===== src/rtl/cpu_pkg.sv =====
// +--------------------------------------------------------------------+
// | cpu_pkg: opcode constants, decode FSM state encoding and helpers.  |
// | Rev 1.0                                                            |
// +--------------------------------------------------------------------+
`default_nettype none

package cpu_pkg;

  localparam logic [3:0] OPC_ADDI = 4'h5;
  localparam logic [3:0] OPC_LD   = 4'h6;
  localparam logic [3:0] OPC_LDI  = 4'hF;

  typedef enum logic [1:0] {
    S_WORD1 = 2'd0,
    S_IMM   = 2'd1,
    S_HOLD  = 2'd2
  } dec_state_t;

  function automatic logic [15:0] sext4(input logic [3:0] nib);
    return {{12{nib[3]}}, nib};
  endfunction

endpackage

`default_nettype wire


===== src/rtl/decode_imm.sv =====
// +--------------------------------------------------------------------+
// | decode_imm: single-word immediate generation from opcode + MBR[3:0]|
// | Rev 1.0                                                            |
// +--------------------------------------------------------------------+
`default_nettype none

module decode_imm
  import cpu_pkg::*;
(
  input  logic [3:0]  i_opc,
  input  logic [3:0]  i_nib,
  output logic [15:0] o_imm
);

  always_comb begin
    o_imm = 16'h0000;
    if (i_opc == OPC_ADDI || i_opc == OPC_LD) begin
      o_imm = sext4(i_nib);
    end
  end

endmodule

`default_nettype wire


===== src/rtl/decode.sv =====
// +--------------------------------------------------------------------+
// | decode: instruction decode stage with LDI two-word support.        |
// | Rev 1.0                                                            |
// +--------------------------------------------------------------------+
`default_nettype none

module decode
  import cpu_pkg::*;
#(
  parameter int          WORD_W       = 16,
  parameter logic [15:0] ILL_OPC_MASK = 16'h0C00
) (
  input  logic              clk,
  input  logic              rst_n,
  input  logic [WORD_W-1:0] i_mbr,
  input  logic              i_mbr_valid,
  output logic              o_in_ready,
  input  logic              i_flush,
  input  logic              i_ex_ready,
  output logic              o_dec_valid,
  output logic [3:0]        o_opc,
  output logic [3:0]        o_rd,
  output logic [3:0]        o_rs1,
  output logic [3:0]        o_rs2,
  output logic [WORD_W-1:0] o_imm,
  output logic              o_illegal
);

  dec_state_t        r_state;
  dec_state_t        w_state_nxt;
  logic [3:0]        r_opc;
  logic [3:0]        r_rd;
  logic [3:0]        r_rs1;
  logic [3:0]        r_rs2;
  logic [WORD_W-1:0] r_imm;
  logic              r_illegal;
  logic              w_in_ready;
  logic              w_take;
  logic [15:0]       w_imm;

  assign w_in_ready = (r_state != S_HOLD);
  assign w_take     = i_mbr_valid & w_in_ready;

  decode_imm u_imm (
    .i_opc (i_mbr[15:12]),
    .i_nib (i_mbr[3:0]),
    .o_imm (w_imm)
  );

  always_ff @(posedge clk or negedge rst_n) begin
    if (!rst_n) begin
      r_state <= S_WORD1;
    end else begin
      r_state <= w_state_nxt;
    end
  end

  always_comb begin
    w_state_nxt = r_state;
    if (i_flush) begin
      w_state_nxt = S_WORD1;
    end else begin
      case (r_state)
        S_WORD1: if (w_take) w_state_nxt = (i_mbr[15:12] == OPC_LDI) ? S_IMM : S_HOLD;
        S_IMM:   if (w_take) w_state_nxt = S_HOLD;
        S_HOLD:  if (i_ex_ready) w_state_nxt = S_WORD1;
        default: w_state_nxt = S_WORD1;
      endcase
    end
  end

  // A flush drops the offered word, so fields only load on an unflushed transfer.
  always_ff @(posedge clk or negedge rst_n) begin
    if (!rst_n) begin
      r_opc     <= 4'h0;
      r_rd      <= 4'h0;
      r_rs1     <= 4'h0;
      r_rs2     <= 4'h0;
      r_imm     <= '0;
      r_illegal <= 1'b0;
    end else if (w_take && !i_flush) begin
      if (r_state == S_IMM) begin
        r_imm <= i_mbr;
      end else begin
        r_opc     <= i_mbr[15:12];
        r_rd      <= i_mbr[11:8];
        r_rs1     <= i_mbr[7:4];
        r_rs2     <= i_mbr[3:0];
        r_imm     <= WORD_W'(w_imm);
        r_illegal <= ILL_OPC_MASK[i_mbr[15:12]];
      end
    end
  end

  assign o_in_ready  = w_in_ready;
  assign o_dec_valid = (r_state == S_HOLD);
  assign o_opc       = r_opc;
  assign o_rd        = r_rd;
  assign o_rs1       = r_rs1;
  assign o_rs2       = r_rs2;
  assign o_imm       = r_imm;
  assign o_illegal   = r_illegal;

endmodule

`default_nettype wire

===== config.mk =====
export PLATFORM = sky130hd
export DESIGN_NAME = decode
export DESIGN_NICKNAME = d
export VERILOG_FILES = /design/src/rtl/cpu_pkg.sv /design/src/rtl/decode_imm.sv /design/src/rtl/decode.sv
export SDC_FILE = /design/constraint.sdc
export NUM_CORES = 1
export LEC_CHECK = 0
export ABC_AREA = 1
export CELL_PAD_IN_SITES_DETAIL_PLACEMENT = 0
export CELL_PAD_IN_SITES_GLOBAL_PLACEMENT = 1
export CORE_ASPECT_RATIO = 0.8
export CORE_UTILIZATION = 30
export DETAILED_ROUTE_END_ITERATION = 8
export PLACE_DENSITY = 0.82
export SLEW_MARGIN = 20
export SYNTH_ARGS = -nofsm -noshare
export SYNTH_HDL_FRONTEND = slang
export SYNTH_SLANG_ARGS = --single-unit

===== constraint.sdc =====
create_clock -name clk -period 1.3 [get_ports clk]
set_input_delay 0.26 -clock clk [delete_from_list [all_inputs] [get_ports clk]]
set_output_delay 0.26 -clock clk [all_outputs]
set_load 0.01 [all_outputs]

==> run metrics, run 1 <==
Worst Hold Slack=~0.32 ns; FF-to-FF path depth=7; max-cap violations=0; Cell variety after synth=19; status=completed; Min Clock Period, post-route=between 1 and 1.5 ns; Root Driver=clkbuf_8; GR Overflow Total=0; row cnt=23; R2R setup slack=0.01 ns; Via density=roughly 4.6; CP Class=register to register; Leak=1.385 nW; HP Start=i_mbr_valid; post-place instance area=2425 um^2; IO Count=56; Post-DRT Antenna Nets=0; worst hold path depth=4; Syn Nets=220; Yosys reg bits=35; # diodes=0; Total GRT Usage=17.11%; Worst Tran Pin Value=0.3816 ns; CTS buffer count=5; worst relative slew slack=74.56%; drt first pass iters=4; post-synth top area cell=dfrtp_1; Final Hold Vio Count=0; CP Max Fanout=7; clk_lat worst skew=0.29 ns; Nets=307; vias in the first global route=approximately 1500; Syn Inst Count=around 200; Vias=1597; VDD IR max=0.0006896 V; GP Congestion=approximately 0.74; Setup crit end kind=register; design area=2679 um^2; P&R area growth vs syn=60.74%; Hold WC Path Type=input pin to register; layout cells sized above 1=between 20% and 30%; Filler Cells Inserted=502; CTS tree=built; Initial Utilization=32.17%; Worst EP required=1.53 ns; DR iter-0 viols=70; RSZ-0062 raised after global routing=true; WP data arrival=around 1.5 ns; IO buf count=between 50 and 60; initial antenna violation count=0; Power Density=roughly 1200 nW/um^2; Mapped Area=1667 um^2; clock sink total=35; reg-to-reg critical path endpoint=o_rs1[2]; Residual DRC=0; most common cell after layout, fill and taps aside=nand2_1; hpwl dp=3162 um; hold endpoint=r_state[0]; Achievable Freq=0.7763 GHz; Final Cycle Share=99.09%; CTS Buffer Depth=2; largest net degree at the start of global routing=18; setup violators final=0; ranking of synthesized cells by area=dfrtp_1, nand2_1, nor2_1; Die Span Y=68.67 um; first-pass GRT wire length=around 7400 um; post-synthesis sequential area ratio=a little over half; WL/cell=13.23 um; Clock Skews=0.008294 ns; Core ar.=between 5000 and 6000 um^2; H-tree levels=2; Final Util=51.72%; setup tns final=0 ns; clk slew on worst S/H paths=0.07 ns; startpoint types=register; WL final=around 4600 um; commonest non-fill, non-tap cells in the layout=nand2_1, nor2_1, dfrtp_1, dlygate4sd2_1, buf_4; top cell type's share of synthesized area=52.55%; die width=85.33 um; Syn Area/Cell=8.375 um^2; reg2reg start=r_state[1]; die area=5859 um^2; Synth warnings=0; max-slew violation count=0
worst max-delay path by stage:
stage	start	endpoint	slack, ns
2_1_floorplan	r_state[1]	o_imm[10]	0.15
3_3_place_gp	i_mbr_valid	o_rs1[1]	-0.28
3_5_place_dp	i_mbr_valid	o_opc[3]	-0.31
4_1_cts	r_state[0]	o_dec_valid	-0.03
5_1_grt	r_state[1]	o_rs2[1]	-0.05
6_report	r_state[1]	o_rs1[2]	0.01
final cells by class:
| type | count | area (um^2) | area share, % |
|---|---|---|---|
| timing repair buffer | 83 | 774.5 | 28.91 |
| tap | 62 | 77.57 | 2.896 |
| sequential | 35 | 875.8 | 32.69 |
| clock inverter | 2 | 60.06 | 2.242 |
| inverter | 17 | 76.32 | 2.849 |
| multi-input combinational | 144 | 742.0 | 27.70 |
| clock buffer | 6 | 72.57 | 2.709 |
per-stage QoR:
stage | setup WS, ns | std cells | total power [mW]
after detailed placement | -0.3064 | 332 | 2.241
after global routing | -0.05489 | 349 | 3.506
final | 0.01185 | 349 | 3.335
after CTS | -0.03417 | 348 | 3.346
after floorplan | 0.1504 | 199 | 1.697
after global placement | -0.2820 | 332 | 2.233
where the power goes:
| part | internal (mW) | leakage (nW) | switching (mW) | total [mW] |
|---|---|---|---|---|
| clock network | 0.767 | 0.0654 | 0.397 | 1.16 |
| logic | 0.402 | 0.884 | 0.422 | 0.824 |
| registers | 1.26 | 0.436 | 0.0896 | 1.35 |
registers in the layout, summed over array words and instances (netlist names):
name,cells
o_illegal,1
o_imm,16
o_opc,4
o_rd,4
o_rs1,4
o_rs2,4
r_state,2
cell usage after synthesis (all sizes together):
master	count
nor3	1
inv	17
nand3	9
dfrtp	35
a21oi	12
nand2	52
buf	8
nor2	47
o21ai	18
logic make-up (layout without fill, tap and decap cells):
kind of cell           after synthesis  after routing  synth area share [%]
buffers and inverters               25            108                 8.183
DFF                                 35             35                 52.55
and+or+nand+nor                    109            114                 29.35
AOI/OAI and AO/OA                   30             30                 9.910
worst max-delay path: stages (launching register included):
cell and delay, ns:
dfrtp_1 0.39, buf_6 0.13, buf_6 0.11, nor2_4 0.15, buf_6 0.17, buf_6 0.13
o21ai_0 0.08, nand2_1 0.06
layer usage:
metal / global-route usage, % / vias to the layer above / share of wire [%]
met5: 0 / - / 0
met4: 6.875 / 0 / 1.5
met3: 3.929 / 8 / 5.2
met2: 26.92 / 44 / 44
met1: 23.15 / 737 / 50
li1: - / 808 / -
repair_timing:
action	CTS	global route
gates resized for setup	54	12
gates cloned	5	0
pin swaps	7	11
hold buffers	1	0
endpoints found under the setup margin	68	26
buffers inserted	4	1
hold endpoints to repair	15	0
Power figures use the tool's default switching activity.
==> inputs of run 2 (changes only) <==
--- a/config.mk
+++ b/config.mk
@@ -10,9 +10,10 @@
 export CELL_PAD_IN_SITES_GLOBAL_PLACEMENT = 1
 export CORE_ASPECT_RATIO = 0.8
 export CORE_UTILIZATION = 30
+export CTS_CLUSTER_SIZE = 28
 export DETAILED_ROUTE_END_ITERATION = 8
+export MAX_ROUTING_LAYER = met4
 export PLACE_DENSITY = 0.82
-export SLEW_MARGIN = 20
 export SYNTH_ARGS = -nofsm -noshare
 export SYNTH_HDL_FRONTEND = slang
 export SYNTH_SLANG_ARGS = --single-unit
==> run 2 against run 1 <==
Sequential cell count is the same. Register-to-register slack better by 0.02 ns. Global-route usage is 0.51 points higher. Highest routed layer unchanged. Largest power group unchanged. Largest cell class unchanged. Critical endpoint is now o_in_ready. Critical path type is now register to output pin.
==> run metrics, run 2 (synthesized netlist as in run 1, its figures left out) <==
VDD IR max=0.0006896 V; drt first pass iters=4; Core ar.=5180 um^2; CP Max Fanout=3; Worst EP required=1.04 ns; vias in the first global route=1545; Residual DRC=0; CTS Buffer Depth=2; CP max-delay cell=dfrtp_1; met3 wire len=between 200 and 250 um; max reg flops=16; max-cap violations=0; worst relative slew slack=73.66%; Via density=about 4.6; Die Span Y=around 70 um; Initial Utilization=between 30% and 40%; die area=5859 um^2; Total GRT Usage=17.62%; routed wl met2=between 1500 and 2000 um; Met1 Wirelength=2344 um; clk slew on worst S/H paths=0.06 ns; Worst Hold Slack=0.3216 ns; uppermost routed layer=met4; Setup crit end kind=output pin; setup violators final=0; max-slew violation count=0; Min Clock Period, post-route=about 1.3 ns; Final Hold Vio Count=0; critical path depth=3; Nets=307; worst-path cell chain=inv_2, nand2_4, buf_2; IO buf count=55; CTS tree=built; hpwl dp=3162 um; die width=~85 um; delay-heaviest family, CP=flip-flops; Final Cycle Share=97.22%; layout cells sized above 1=21.95%; WP data arrival=1.00 ns; startpoint types=register; clock sink total=35; Achievable Freq=0.7912 GHz; setup tns final=0 ns; H-tree levels=2; Final Util=roughly half; FF-to-FF path depth=7; status=completed; reg-to-reg critical path endpoint=o_rs1[2]; commonest non-fill, non-tap cells in the layout=nand2_1, nor2_1, dfrtp_1, dlygate4sd2_1, buf_4; GP Congestion=0.7526; # diodes=0; WL/cell=~13 um; row cnt=23; RSZ-0062 raised after global routing=true; Root Driver=clkbuf_8; Clock Skews=roughly 0.0080 ns; worst hold path depth=4; CP Buf/Inv Count=2; crit-path max cell delay=0.41 ns; CP Class=register to output pin; HP Start=i_mbr_valid; WL final=4606 um; IO Count=56; initial antenna violation count=0; CTS buffer count=5; largest net degree at the start of global routing=18; first-pass GRT wire length=7458 um; hold endpoint=r_state[0]; Worst Tran Pin Value=0.3950 ns; P&R area growth vs syn=60.96%; Post-DRT Antenna Nets=0; most common cell after layout, fill and taps aside=nand2_1; clk_lat worst skew=between 0.2 and 0.3 ns; reg2reg start=r_state[1]; GR Overflow Total=0; PnR Total Power=~3.3 mW; Vias=1594; R2R setup slack=0.04 ns; DR iter-0 viols=75; Power Density=1245 nW/um^2; Hold WC Path Type=input pin to register; Leak=1.385 nW
==> run 2: cell types whose count changed in the layout (fill, tap and decap cells not counted) <==
| cell | change |
|---|---|
| o21ai_0 | -3 |
| o21ai_2 | +1 |
| o21ai_1 | +2 |
==> run 2: repair_timing <==
| action | in CTS | in global routing |
|---|---|---|
| pin swaps | 7 | 10 |
| hold buffers | 1 | 0 |
| endpoints found under the hold margin | 15 | 0 |
| gates cloned | 5 | 0 |
| setup endpoints to repair | 68 | 26 |
| buffers inserted | 4 | 1 |
| gates resized for setup | 54 | 16 |
==> run 2: metrics by stage <==
step | instances | worst slack [ns] | cell area (um^2)
2_1_floorplan | 199 | 0.1504 | 1667
3_3_place_gp | 332 | -0.2820 | 2425
3_5_place_dp | 332 | -0.3064 | 2425
4_1_cts | 348 | -0.03417 | 2648
5_1_grt | 349 | -0.02229 | 2683
6_report | 349 | 0.03611 | 2683
==> run 2: area by class of cell <==
class | instances | area [um^2]
timing repair buffer | 83 | 774.5
multi-input combinational | 144 | 745.7
clock buffer | 6 | 72.57
sequential | 35 | 875.8
fill | 502 | 2497
tap | 62 | 77.57
inverter | 17 | 76.32
clock inverter | 2 | 60.06
==> run 2: metal layers <==
layer  vias to the layer above  GRT usage, %
met4                         0         6.875
met3                         8         3.929
met1                       729         23.29
met5                         -             -
met2                        48         26.71
li1                        809             -
==> run 2: worst max-delay path by stage <==
stage	start	endpoint
after floorplan	r_state[1]	o_imm[10]
after global placement	i_mbr_valid	o_rs1[1]
after detailed placement	i_mbr_valid	o_opc[3]
after CTS	r_state[0]	o_dec_valid
after global routing	r_state[1]	o_opc[2]
final	r_state[0]	o_in_ready
==> run 2: power breakdown <==
part	total, mW	switching, mW	internal [mW]	leakage, nW
Clock	1.16	0.398	0.767	0.0654
Sequential	1.35	0.0910	1.26	0.436
Combinational	0.827	0.423	0.404	0.884
==> run 2: worst register-to-register path, delay by kind of cell (launching register included) <==
family          cells  cell delay (ns)
compound gates      1             0.07
buf+inv             4             0.55
flops               1             0.39
simple gates        2             0.19
==> variant, RTL diff (config.mk and constraints of run 1) <==
Set the parameter `WORD_W` to 24 (it was 16).
--- a/src/rtl/decode.sv
+++ b/src/rtl/decode.sv
@@ -7,7 +7,7 @@
 module decode
   import cpu_pkg::*;
 #(
-  parameter int          WORD_W       = 16,
+  parameter int          WORD_W       = 24,
   parameter logic [15:0] ILL_OPC_MASK = 16'h0C00
 ) (
   input  logic              clk,
Ports: changed (resized i_mbr and o_imm); port bits go from 56 to 72. No check against the original RTL was run, so the function may have changed too.
==> variant against run 1 <==
  * Clock power shrank 29%
  * Area after synthesis grew 17%
  * Worst setup slack lost 0.046 ns
  * Combinational power grew 4.4%
  * Count of clock-buffer cells in the layout grew 1
  * Clock skew shrank 0.0047 ns
  * Critical path type unchanged
  * Total power shrank 1.5%
  * Final area grew 16%
  * Wire length grew 15%
  * Largest power group unchanged
  * Sequential cell count grew 8
  * The flow now finishes with violations (negative setup slack)
==> variant: results (changes against run 1) <==
CTS
  – TritonCTS Buffers: 5 (unchanged)
  – Clk_lat worst skew: 0.29 ns (about the same)
  – Clock root buffer: clkbuf_8
  – Clock transition at path regs: 0.08 ns
  – H-tree depth: 2 (unchanged)
  – Maximum root-to-sink buffer count: 2 (unchanged)

STA
  – Rel. slew slack: 74.8% (+0.26 points)
  – Setup ws final: -0.0342 ns (-0.0461 ns)
  – Clk_skew: 0.00359 ns (-0.00470 ns)
  – Final setup fails: 17 (+17)
  – Post-layout minimum cycle time: 1.33 ns (+0.0461 ns)

GRT
  – Total track usage: 16.5% (-0.66 points)
  – First-pass GRT wire length: 8710 um (+17%)
  – Initial antenna violation count: 0 (unchanged)
  – Number of global-route vias before repair: 1789 (+16%)
  – Largest net degree at the start of global routing: 30 (+12)

Worst setup path
  – FF-to-FF path depth: 8 (+1)
  – R2R Path End: o_opc[3]$_DFFE_PN0P_
  – Worst Path Arrival: 1.52 ns (about the same)
  – Worst R2R Start: r_state[1]$_DFFE_PN0P_
  – Crit path max fanout: 10 (+3)

Placement
  – Buffers added on ports: 71 (+29%)
  – Routability congestion estimate: 0.799 (+7.5%)
  – Post-detail-place hpwl: 3780 um (+19%)
  – Placed Instance Area: 2900 um^2 (+19%)

Pwr
  – Worst VDD drop: 0.488 mV (-29%)
  – Leakage power: 0.00159 uW (+15%)

Drt
  – Drt first-iter violations: 72 (+2.9%)
  – DRT Pass-1 Iters: 4 (unchanged)
  – WL/cell: 12.8 um (-3.3%)
  – DR vias: 1861 (+17%)

Cells and area
  – Layout area overhead: 59.3%
  – Share of layout cells above drive strength 1: 21.3% (-0.35 points)
  – Max FFs per register: 24 (+8)
  – Final net count: 362 (+18%)
  – Antenna diode count: 0 (unchanged)
  – Filler cells: 615 (+23%)

Yosys
  – Post-Syn Nets: 263 (+20%)
  – Register area share after synthesis: 55.2% (+2.6 points)
  – Synth cell types: 20 (+1)
  – Commonest cells in the netlist: nand2_1, dfrtp_1, nor2_1
  – Area contributors post-synth: dfrtp_1, nand2_1, nor2_1
  – Async SR Flop Fraction: 100% (unchanged)
  – Top FF cell, synth: dfrtp_1
  – Most numerous cell in the Yosys netlist: nand2_1
  – Synth warnings: 0 (unchanged)

Hold path
  – Hold path depth: 4 (unchanged)
  – Endpoint, Worst Hold: r_state[0]$_DFFE_PN0P_
  – Worst hold start: i_mbr_valid
  – Hold Path Class: in -> reg

Status
  – Outcome: finished with violations
  – Violated checks: negative setup slack
==> variant: logic make-up after synthesis <==
| group | after synthesis | share of synthesized area (%) |
|---|---|---|
| compound gates | 38 | 9.95 |
| buf+inv | 28 | 7.96 |
| flops | 43 | 55.2 |
| simple gates | 125 | 26.9 |
==> variant: timing repair <==
action | CTS | global route
hold endpoints to repair | 14 | 0
resized for setup | 75 | 30
gates cloned | 1 | 1
setup endpoints to repair | 84 | 36
pin swaps | 3 | 5
setup buffers | 3 | 3
hold buffers | 1 | 0
==> variant: metrics by stage <==
step | hold slack (ns) | worst slack, ns | power (uW) | instances | TNS, ns
floorplan | -0.0356 | 0.167 | 1950 | 234 | 0
CTS | 0.419 | -0.0802 | 3290 | 412 | -0.361
global placement | 0.202 | -0.283 | 2540 | 399 | -10.04
global route | 0.392 | -0.109 | 3480 | 415 | -1.75
detailed placement | 0.206 | -0.301 | 2550 | 399 | -10.63
finish | 0.362 | -0.0342 | 3280 | 415 | -0.342
==> variant: area by class of cell <==
cell class | instances | share of cell area, %
clock inverters | 1 | 0.161
multi-input cells | 164 | 25.9
inverters | 17 | 2.14
well taps | 81 | 3.26
repair buffers | 102 | 31.4
flip-flops and latches | 43 | 34.6
clock buffers | 7 | 2.46
==> variant: layer usage <==
metal,share of wire (%),global-route usage [%],up-vias
met5,0,0,-
met4,0.62,3.65,0
met3,6.4,4.19,4
met2,44,25.3,58
met1,49,23.6,864
li1,-,-,935
==> variant: worst max-delay path: stages, from the launching register on <==
cell     delay, ns
dfrtp_1       0.40
buf_6         0.13
buf_6         0.11
nor2_4        0.17
buf_6         0.13
nor2_4        0.04
buf_12        0.13
nand2_1       0.05
nand2_1       0.05
==> variant: worst max-delay path by stage <==
stage	from	to	slack [ns]	cells after the start
after global placement	i_mbr_valid	o_rd[0]$_DFFE_PN0P_	-0.28	7
after detailed placement	i_mbr_valid	o_rs2[3]$_DFFE_PN0P_	-0.30	7
after floorplan	r_state[0]$_DFFE_PN0P_	o_imm[10]$_DFFE_PN0P_	0.17	7
after CTS	r_state[0]$_DFFE_PN0P_	o_dec_valid	-0.08	2
final	r_state[1]$_DFFE_PN0P_	o_opc[3]$_DFFE_PN0P_	-0.03	8
after global routing	r_state[1]$_DFFE_PN0P_	o_rs1[3]$_DFFE_PN0P_	-0.11	8
==> variant: where the power goes <==
| group | internal, uW | switching [uW] | total [uW] |
|---|---|---|---|
| combinational | 432 | 427 | 860 |
| clock | 378 | 447 | 824 |
| sequential | 1510 | 92.6 | 1600 |
| total | 2320 | 967 | 3280 |
